`src/rtl/interrupt_controller.sv`:
```
// Multi-thread interrupt controller: request synchronizer, edge/level capture,
// per-thread masking, lowest-index priority and a small register file.
module interrupt_controller #(
    parameter int NUM_INTERRUPTS   = 16,
    parameter int NUM_THREADS      = 4,
    parameter int THREAD_IDX_WIDTH = (NUM_THREADS > 1) ? $clog2(NUM_THREADS) : 1,
    parameter int INT_ID_WIDTH     = (NUM_INTERRUPTS > 1) ? $clog2(NUM_INTERRUPTS) : 1
) (
    input  logic                                     clk,
    input  logic                                     reset,
    input  logic [NUM_INTERRUPTS-1:0]                interrupt_req,
    input  logic                                     reg_write_en,
    input  logic                                     reg_read_en,
    input  logic [THREAD_IDX_WIDTH-1:0]              reg_thread_idx,
    input  logic [2:0]                               reg_index,
    input  logic [31:0]                              reg_write_val,
    output logic [31:0]                              reg_read_val,
    output logic [NUM_THREADS-1:0]                   ic_interrupt_pending,
    output logic [NUM_THREADS-1:0][INT_ID_WIDTH-1:0] ic_interrupt_id
);

    localparam logic [2:0] REG_MASK     = 3'd0;
    localparam logic [2:0] REG_TRIGGER  = 3'd1;
    localparam logic [2:0] REG_POLARITY = 3'd2;
    localparam logic [2:0] REG_ACK      = 3'd3;
    localparam logic [2:0] REG_PENDING  = 3'd4;
    localparam logic [2:0] REG_RAW      = 3'd5;
    localparam logic [2:0] REG_HIGHEST  = 3'd6;
    localparam logic [2:0] REG_RSVD     = 3'd7;

    logic [NUM_INTERRUPTS-1:0] s1, s2, eff, eff_prev, edge_det;
    logic [NUM_INTERRUPTS-1:0] trigger, polarity, wdata;
    logic [NUM_THREADS-1:0][NUM_INTERRUPTS-1:0] mask, latched;
    logic [NUM_THREADS-1:0][NUM_INTERRUPTS-1:0] ack_mask, pending, masked;
    logic [THREAD_IDX_WIDTH-1:0] tidx;
    logic [31:0] rdata;
    logic idx_ok, wr_ok;
    logic unused_wr_bits;

    assign unused_wr_bits = ^reg_write_val;
    assign wdata    = reg_write_val[NUM_INTERRUPTS-1:0];
    assign idx_ok   = 32'(reg_thread_idx) < 32'(NUM_THREADS);
    assign tidx     = idx_ok ? reg_thread_idx : '0;
    assign wr_ok    = reg_write_en && idx_ok;

    // A polarity write that raises eff is deliberately seen as an edge.
    assign eff      = s2 ^ polarity;
    assign edge_det = eff & ~eff_prev;

    always_comb begin
        ack_mask             = '0;
        pending              = '0;
        masked               = '0;
        ic_interrupt_pending = '0;
        ic_interrupt_id      = '0;
        for (int t = 0; t < NUM_THREADS; t++) begin
            if (wr_ok && reg_index == REG_ACK &&
                tidx == THREAD_IDX_WIDTH'(t))
                ack_mask[t] = wdata;
            pending[t] = (trigger & eff) | (~trigger & latched[t]);
            masked[t]  = pending[t] & mask[t];
            ic_interrupt_pending[t] = |masked[t];
            for (int i = NUM_INTERRUPTS - 1; i >= 0; i--)
                if (masked[t][i])
                    ic_interrupt_id[t] = INT_ID_WIDTH'(i);
        end
    end

    always_comb begin
        rdata = '0;
        if (!idx_ok) begin
            rdata = '1;
        end else begin
            unique case (reg_index)
                REG_MASK:     rdata[NUM_INTERRUPTS-1:0] = mask[tidx];
                REG_TRIGGER:  rdata[NUM_INTERRUPTS-1:0] = trigger;
                REG_POLARITY: rdata[NUM_INTERRUPTS-1:0] = polarity;
                REG_ACK:      rdata = '0;
                REG_PENDING:  rdata[NUM_INTERRUPTS-1:0] = masked[tidx];
                REG_RAW:      rdata[NUM_INTERRUPTS-1:0] = s2;
                REG_HIGHEST: begin
                    rdata[31]                 = ic_interrupt_pending[tidx];
                    rdata[INT_ID_WIDTH-1:0]   = ic_interrupt_id[tidx];
                end
                REG_RSVD:     rdata = '1;
            endcase
        end
    end

    always_ff @(posedge clk or posedge reset) begin
        if (reset) begin
            s1           <= '0;
            s2           <= '0;
            eff_prev     <= '0;
            latched      <= '0;
            mask         <= '0;
            trigger      <= '0;
            polarity     <= '0;
            reg_read_val <= '0;
        end else begin
            s1       <= interrupt_req;
            s2       <= s1;
            eff_prev <= eff;
            // New edges win over a same-cycle acknowledge.
            for (int t = 0; t < NUM_THREADS; t++)
                latched[t] <= (latched[t] & ~ack_mask[t]) | edge_det;
            if (wr_ok) begin
                if (reg_index == REG_MASK)
                    mask[tidx] <= wdata;
                if (reg_index == REG_TRIGGER)
                    trigger <= wdata;
                if (reg_index == REG_POLARITY)
                    polarity <= wdata;
            end
            if (reg_read_en)
                reg_read_val <= rdata;
        end
    end

    rw_exclusive: assert property (@(posedge clk) disable iff (reset)
        !(reg_write_en && reg_read_en));

endmodule

```
`config.mk`:
```
export PLATFORM = sky130hd
export DESIGN_NAME = interrupt_controller
export DESIGN_NICKNAME = d
export VERILOG_FILES = /design/src/rtl/interrupt_controller.sv
export SDC_FILE = /design/constraint.sdc
export NUM_CORES = 1
export LEC_CHECK = 0
export CAP_MARGIN = 20
export CORE_MARGIN = 3
export CORE_UTILIZATION = 60
export DETAILED_ROUTE_END_ITERATION = 7
export GPL_TIMING_DRIVEN = 0
export MAX_ROUTING_LAYER = met4
export PLACE_DENSITY = 0.83
export SLEW_MARGIN = 20
export SYNTH_ARGS = -nofsm -noshare
export SYNTH_HDL_FRONTEND = slang
export SYNTH_SLANG_ARGS = --single-unit
```
`constraint.sdc`:
```
create_clock -name clk -period 18.9 [get_ports clk]
set_clock_uncertainty 0.1 [all_clocks]
set_input_delay 1.89 -clock clk [delete_from_list [all_inputs] [get_ports clk]]
set_output_delay 1.89 -clock clk [all_outputs]
set_load 0.02 [all_outputs]
```
* Yosys cells after proc, flatten, opt, wreduce, memory -nomap -nowiden
Index checks and enable logic that the tools add are counted.
** Word-level totals
- Memory bits (read-only) :: 0
- Latch bits :: 0
- Input port bits :: 57
- Logic and storage cells :: 153
- Flip-flop bits (word level) :: 240
- Memories :: 0
- Output and inout bits :: 52
- RAM bits :: 0
** Cells by class
- Equal/unequal tests :: 10
- Reduce and logical (&&, ||, !) cells :: 15
- Add/sub/neg operators :: 0
- Bitwise operators :: 29
- Shift operators :: 0
- Divide/modulo/power cells :: 0
- $lt $le $gt $ge :: 2
- Muxes and demuxes :: 83
- $mul :: 0
** Operators by type and width (number)
- two-way mux 4 bit :: 65
- AND 16 bit :: 14
- OR 16 bit :: 8
- two-way mux 16 bit :: 7
- NOT 16 bit :: 6
- case mux 12 bit (6 select lines) :: 1
- binary-select mux 16 bit (select 2 bit) :: 2
- bitwise mux 64 bit :: 1
- OR reduction 16 bit :: 4
- demux 16 bit (select 2 bit) :: 1
- case mux 4 bit (8 select lines) :: 1
- XOR 16 bit :: 1
- two-way mux 15 bit :: 1
- equality test 3 bit, second input constant :: 4
- binary-select mux 4 bit (select 2 bit) :: 1
- equality test 3 x 2 -> 1 bit, second input constant :: 2
- logical AND 1 bit :: 6
- AND reduction 2 bit :: 3
- equality test 2 bit, second input constant :: 2
- equality test 3 x 1 -> 1 bit, second input constant :: 1
- zero test 3 bit :: 1
- < comparator 2 x 3 -> 1 bit, second input constant :: 1
- binary-select mux 1 bit (select 2 bit) :: 1
- equality test 2 x 1 -> 1 bit, second input constant :: 1
- other kinds (4) :: 4

* Longest topological paths before layout
Gate-level depths: netlist (run 1).
- Depth after elaboration :: 23
- Mapped depth :: 9
- Mapped depth without buffers :: 7

* Worst setup path after synthesis (run 1)
No wires, ideal clock.
- Path type :: reg-to-output
- Start point :: reg polarity[7]
- End point :: out ic_interrupt_id[13] in the netlist's numbering
- Slack :: 15064 ps
- Stages on the path, launching flop included :: 6
- Arrival :: 1846 ps
- Buffers on the path :: 0
- Data required time :: 16910 ps
- Cells stage by stage :: dfrtp_1 -> xnor2_4 -> a21oi_2 -> or4_1 -> o211ai_1 -> a21boi_0
** RTL lines
- start, declared :: line 32 : logic [NUM_INTERRUPTS-1:0] trigger, polarity, wdata;
- start signal, assigned :: line 113 : polarity <= wdata;
- end, declared :: line 19 : output logic [NUM_THREADS-1:0][INT_ID_WIDTH-1:0] ic_interrupt_id

==> results of run 1 <==
-- cells in the final DEF, fill, tap and decap left out, types with 14 or more instances in the layout --
cell             count
a211oi_1            14
a21o_1              96
a21oi_1             70
a22o_1              24
buf_4               14
clkbuf_1            73
clkbuf_16           24
clkdlybuf4s50_1     73
dfrtp_1            226
inv_1               43
mux2_2              89
mux4_2              28
nand2_1             95
nor2_1              49
o21ai_0             91
o22ai_1             15
-- critical path: stages, from the launching register on --
cell and delay (ps):
dfrtp_1 400, xnor2_1 420, a21oi_1 340, or3_1 410, a211oi_1 290, nand2_1 90, o21ai_0 160, clkdlybuf4s50_1 670
-- Yosys cell counts (all sizes together), types with 14 or more instances --
cell      n  area share
dfrtp   226        0.48
a21o    101       0.065
nand2    95       0.030
o21ai    93       0.039
mux2     89       0.085
a21oi    83       0.039
clkbuf   67       0.021
nor2     49       0.016
inv      44       0.014
mux4     29       0.056
a22o     24       0.018
buf      23       0.012
nor4     16       0.018
xnor2    16       0.025
o22ai    15      0.0079
a211oi   14      0.0089
-- cell type report --
cell class / count / area [um^2]
multi-input cells: 724 / 5620
clock buffers: 35 / 682
fillers: 1365 / 5270
repair buffers: 75 / 786
flip-flops and latches: 226 / 5660
clock inverters: 9 / 113
plain buffers: 90 / 400
inverters: 44 / 173
well taps: 260 / 325
-- cell families (layout without fill, tap and decap cells) --
| family | count (synthesis) | in the layout | share of synthesized area |
|---|---|---|---|
| compound gates | 377 | 377 | 0.212 |
| flops | 226 | 226 | 0.478 |
| simple gates | 208 | 208 | 0.0925 |
| buf+inv | 134 | 253 | 0.0478 |
| mux | 123 | 123 | 0.145 |
| xor+xnor | 16 | 16 | 0.0246 |
-- sequential cells by signal, summed over array words and instances, names as in the netlist --
register,cells
s1,16
eff_prev,16
polarity,16
s2,16
trigger,16
latched,64
mask,64
reg_read_val,18
-- final timing paths --
kind / slack, ps / end / start / cells after the start
worst min register to register: 250 / s2[12] / s1[12] / 0
worst max-delay path: 13600 / ic_interrupt_id[8] / polarity[4] / 7
worst max register to register: 15900 / reg_read_val[3] / polarity[13] / 6
max in group asynchronous: 15910 / polarity[5] / reset / 4
worst min-delay path: 250 / s2[12] / s1[12] / 0
min in group asynchronous: 1580 / latched[12] / reset / 2
-- power by group through the flow --
stage / combinational [mW] / sequential, mW / clock (mW)
final: 0.509 / 0.599 / 0.475
after global routing: 0.542 / 0.605 / 0.497
after CTS: 0.500 / 0.597 / 0.477
after detailed placement: 0.496 / 0.604 / 0
after global placement: 0.486 / 0.601 / 0
after floorplan: 0.336 / 0.597 / 0
-- metal layers --
metal | part of all wire | global-route usage | up-vias
met5 | 0 | - | -
met4 | 0.049 | 0.138 | 0
met3 | 0.10 | 0.0680 | 132
met2 | 0.45 | 0.530 | 621
met1 | 0.40 | 0.464 | 4745
li1 | - | - | 4172
==> out/qor.csv, run 1 <==
stage,metric,value,unit
die,core,19000,um^2
worst_hold_path,hold_path_class,flip-flop to flip-flop,
clock_tree,clock-root-buffer,clkbuf_16,
clock_tree,postCtsSetupRepairBufs,0,
layout,nNetsFinal,1242,
sta,period_share,0.281,
die,row_count,50,
grt,grt_usage,0.347,
outcome,status,finished clean,
placed_design,hpwl,25900,um
synth,synth_cells,1084,
pwr,netSwitchingPower,0.547,mW
grt,grt_max_degree,108,
grt,antenna_found_initial,0,
clock_tree,clk_pin_slew_worst_paths,60,ps
clock_tree,cts_sinks,226,
sta,finalCriticalPeriod,5300,ps
routing,drc,0,
worst_setup_path,crit_fanout,6,
clock_tree,cts_hold_buf,0,
clock_tree,cts_tree,built,
clock_tree,cts_resized,0,
layout,postLayoutCellArea,13700,um^2
sta,rsz0062_at_grt,no,
synth,synth_edf_count,0,
placed_design,portBuffers,73,
grt,grt_pass1_vias,9579,
sta,finalHoldViolCount,0,
pwr,p_seq_frac,0.378,
pwr,ir_drop,0.0850,mV
clock_tree,htree_levels,1,
layout,fin_util,0.723,
sta,worst_slack,13600,ps
synth,synth_area,11800,um^2
sta,slew_headroom,0.235,
placed_design,placed_cells,1419,
worst_setup_path,cp-start-kind,flip-flop,
placed_design,preCtsSetupSlack,13490,ps
clock_tree,clock_path_buffers,3,
die,die_area,21400,um^2
grt,grt_pass1_wl,55600,um
synth,ys_seq_area_frac,0.478,
pwr,powerDensity,115,nW/um^2
worst_setup_path,crit_required,16910,ps
die,pin_count,109,
pwr,p_sw_frac,0.345,
die,die_w,146,um
synth,synth_ff_type,dfrtp_1,
synth,yosys_warnings,0,
pwr,p_leak,5.54,nW
sta,hold_slack,247,ps
run,maxCapViolCount,0,
routing,viasPerCell,6.61,
placed_design,place_area,13000,um^2
synth,synth.avg_cell_area,10.9,um^2
routing,drt-initial-drc-count,1028,
layout,layoutNonFillerInstCount,1463,
worst_setup_path,worst_ep_arrival_time,3310,ps
sta,finalSetupTns,0,ps
worst_setup_path,end_kind,output pin,
sta,final-setup-viol-count,0,
sta,drv_slew,0,
placed_design,routabilityCongestion,1.02,
pwr,pwr-share-comb,0.322,
routing,ant_nets,0,
clock_tree,insertion_delay,530,ps
pwr,power.total,1.58,mW
clock_tree,cts_buffers,24,
worst_setup_path,critPathKind,flip-flop to output pin,
synth,synth_cell_types,64,
layout,drive_gt1_frac,0.195,
synth,synthArstFlopShare,1.00,
sta,worst_pin_slew,1150,ps
routing,drt-pass1-iter-count,5,
die,initial_core_util,0.622,
grt,gr-total-overflow,0,
synth,syn_nets,1141,
routing,detail_route.wl_per_cell,24.9,um
layout,syn2layout_area_growth,16.3,%
routing,routed_wl,36400,um
synth,ys_seq_elements,226,
pwr,p_clk_frac,0.300,
routing,vias,9670,
die,die_height,146,um
sta,fmax,189,MHz
pwr,p_int,1.04,mW
layout,diodes,0,
Note: power is estimated with default switching activity, not from simulation.
==> inputs of run 2 (changes only) <==
--- a/config.mk
+++ b/config.mk
@@ -7,11 +7,11 @@
 export LEC_CHECK = 0
 export CAP_MARGIN = 20
 export CORE_MARGIN = 3
-export CORE_UTILIZATION = 60
+export CORE_UTILIZATION = 58
 export DETAILED_ROUTE_END_ITERATION = 7
 export GPL_TIMING_DRIVEN = 0
 export MAX_ROUTING_LAYER = met4
-export PLACE_DENSITY = 0.83
+export PLACE_DENSITY = 0.8
 export SLEW_MARGIN = 20
 export SYNTH_ARGS = -nofsm -noshare
 export SYNTH_HDL_FRONTEND = slang
==> constraint.sdc (replaced) <==
create_clock -name clk -period 5.25 [get_ports clk]
set_clock_uncertainty 0.1 [all_clocks]
set_input_delay 0.525 -clock clk [delete_from_list [all_inputs] [get_ports clk]]
set_output_delay 0.525 -clock clk [all_outputs]
set_load 0.02 [all_outputs]
==> run 2 against run 1 <==
  * Total power grew to 3.5 times the previous value
  * Sequential power rose to 3.6 times the previous value
  * Die area increased by 3.3%
  * Via count is 1.1% lower
  * Largest cell class unchanged
  * Worst hold slack is essentially flat
  * Largest power group unchanged
  * Combinational power increased to 3.6 times the previous value
  * Critical endpoint unchanged
  * Non-clock buffer count up 6
  * Clock power rose to 3.3 times the previous value
  * Register-to-register slack got worse by 14000 ps
==> out/qor.csv, run 2 (synthesis gave the netlist of run 1 again) <==
stage,metric,value,unit
sta,finalSetupTns,0,ps
clock_tree,htree_levels,1,
outcome,status,finished clean,
clock_tree,cts_tree,built,
die,core,19700,um^2
sta,drv_slew,0,
clock_tree,postCtsSetupRepairBufs,0,
clock_tree,clock-root-buffer,clkbuf_16,
worst_setup_path,path_depth,7,
clock_tree,cts_hold_buf,0,
worst_hold_path,hp-start,s1[7],
worst_setup_path,crit_family,compound AO/OA/AOI/OAI gates,
routing,detail_route.wl_per_cell,24.4,um
pwr,p_leak,5.53,nW
clock_tree,cts_sinks,226,
layout,layout_common_cells,"dfrtp_1 (226), a21o_1 (96), nand2_1 (95)",
layout,nNetsFinal,1248,
grt,grt_usage,0.335,
routing,routed_wl,35900,um
routing,viasPerCell,6.51,
grt,antenna_found_initial,0,
sta,rsz0062_at_grt,no,
worst_setup_path,worst_ep_arrival_time,3280,ps
grt,grt_max_degree,35,
routing,drt-pass1-iter-count,6,
run,maxCapViolCount,0,
die,pin_count,109,
worst_setup_path,crit_required,4620,ps
worst_setup_path,cp_slowest_cell,clkdlybuf4s50_1,
pwr,power.total,5.52,mW
worst_setup_path,max_stage_delay,650,ps
worst_setup_path,crit_chain,xnor2_1 > a21oi_1 > or3_1 > a211oi_1 > nand2_1 > o21ai_0 > clkdlybuf4s50_1,
sta,hold_slack,247,ps
clock_tree,cts_buffers,24,
worst_setup_path,crit_fanout,6,
routing,drt-initial-drc-count,1011,
worst_setup_path,worstPathBufferInverterCount,1,
clock_tree,clk_pin_slew_worst_paths,60,ps
layout,reg.largest.list,"latched: 64 flops, mask: 64 flops, reg_read_val: 18 flops",
routing,drc,0,
placed_design,hpwl,25900,um
clock_tree,cts_resized,0,
die,die_area,22100,um^2
worst_setup_path,regToRegStartpoint,polarity[13],
clock_tree,insertion_delay,530,ps
pwr,ir_drop,0.302,mV
placed_design,routabilityCongestion,1.00,
sta,final-setup-viol-count,0,
die,die_w,149,um
die,die_height,149,um
routing,ant_nets,0,
layout,syn2layout_area_growth,16.3,%
worst_setup_path,crit_path_start,polarity[4],
worst_setup_path,end_kind,output pin,
clock_tree,clock_path_buffers,3,
placed_design,portBuffers,73,
routing,vias,9566,
grt,grt_pass1_wl,54800,um
worst_setup_path,critPathKind,flip-flop to output pin,
grt,grt_pass1_vias,9462,
layout,fillers,1478,
layout,final_common_cell,dfrtp_1,
layout,diodes,0,
sta,period_share,0.744,
sta,worst_pin_slew,1180,ps
sta,finalCriticalPeriod,3910,ps
worst_setup_path,cp-start-kind,flip-flop,
sta,slew_headroom,0.207,
pwr,powerDensity,402,nW/um^2
worst_hold_path,hold_path_class,flip-flop to flip-flop,
worst_setup_path,rr_worst_depth,7,
die,row_count,51,
worst_hold_path,holdPathStages,0,
layout,drive_gt1_frac,0.197,
die,initial_core_util,0.600,
sta,finalHoldViolCount,0,
sta,fmax,256,MHz
grt,gr-total-overflow,0,
==> run 2: cell types whose count changed in the layout (fill, tap and decap cells not counted) <==
cell	before	now
buf_12	0	6
buf_16	2	1
buf_4	14	15
bufinv_16	2	0
clkbuf_1	73	72
clkbuf_8	4	1
clkinvlp_4	1	4
inv_6	1	0
inv_8	1	0
==> run 2: routing by layer <==
metal / up-vias / wire [um] / part of all wire / track usage
met4: 0 / 1910 / 0.053 / 0.146
met3: 127 / 3500 / 0.098 / 0.0611
met5: - / 0 / 0 / -
met1: 4726 / 14500 / 0.40 / 0.463
li1: 4162 / - / - / -
met2: 551 / 16000 / 0.44 / 0.494
==> run 2: worst reg2reg max path, stage by stage, from the launching register on <==
cell and delay (ps):
dfrtp_1 420, xnor2_2 340, a21oi_1 230, nor4_1 680, nand4_1 320, mux4_2 530
o2111ai_1 180, o21ai_1 100
==> run 2: report_power, final <==
| part | switching, mW | leakage, nW | internal (mW) |
|---|---|---|---|
| combinational | 1.07 | 2.63 | 0.756 |
| sequential | 0.176 | 2.56 | 1.98 |
| clock | 0.692 | 0.333 | 0.853 |
==> run 2: cell type report <==
class	count	area (um^2)	area share
plain buffers	90	400	0.0291
flip-flops and latches	226	5660	0.411
inverters	44	169	0.0123
clock buffers	31	637	0.0463
repair buffers	81	886	0.0644
well taps	265	332	0.0241
multi-input cells	724	5620	0.408
clock inverters	8	58.8	0.00428
==> run 2: worst paths after layout <==
| check | to | slack (ps) |
|---|---|---|
| hold reg to reg | s2[7] | 250 |
| max in group asynchronous | latched[21] | 3700 |
| hold / removal | s2[7] | 250 |
| setup / recovery | ic_interrupt_id[8] | 1340 |
| setup reg to reg | reg_read_val[31] | 2210 |
| min in group asynchronous | s1[14] | 320 |
==> run 2: through the flow <==
step / setup slack (ps) / area [um^2] / utilization / std cells
2_1_floorplan: 1670 / 11800 / - / 1084
3_3_place_gp: 10.2 / 12900 / 0.654 / 1422
3_5_place_dp: 1110 / 13100 / 0.662 / 1430
4_1_cts: 1390 / 13800 / 0.698 / 1469
5_1_grt: 1260 / 13800 / 0.698 / 1469
6_report: 1340 / 13800 / 0.698 / 1469
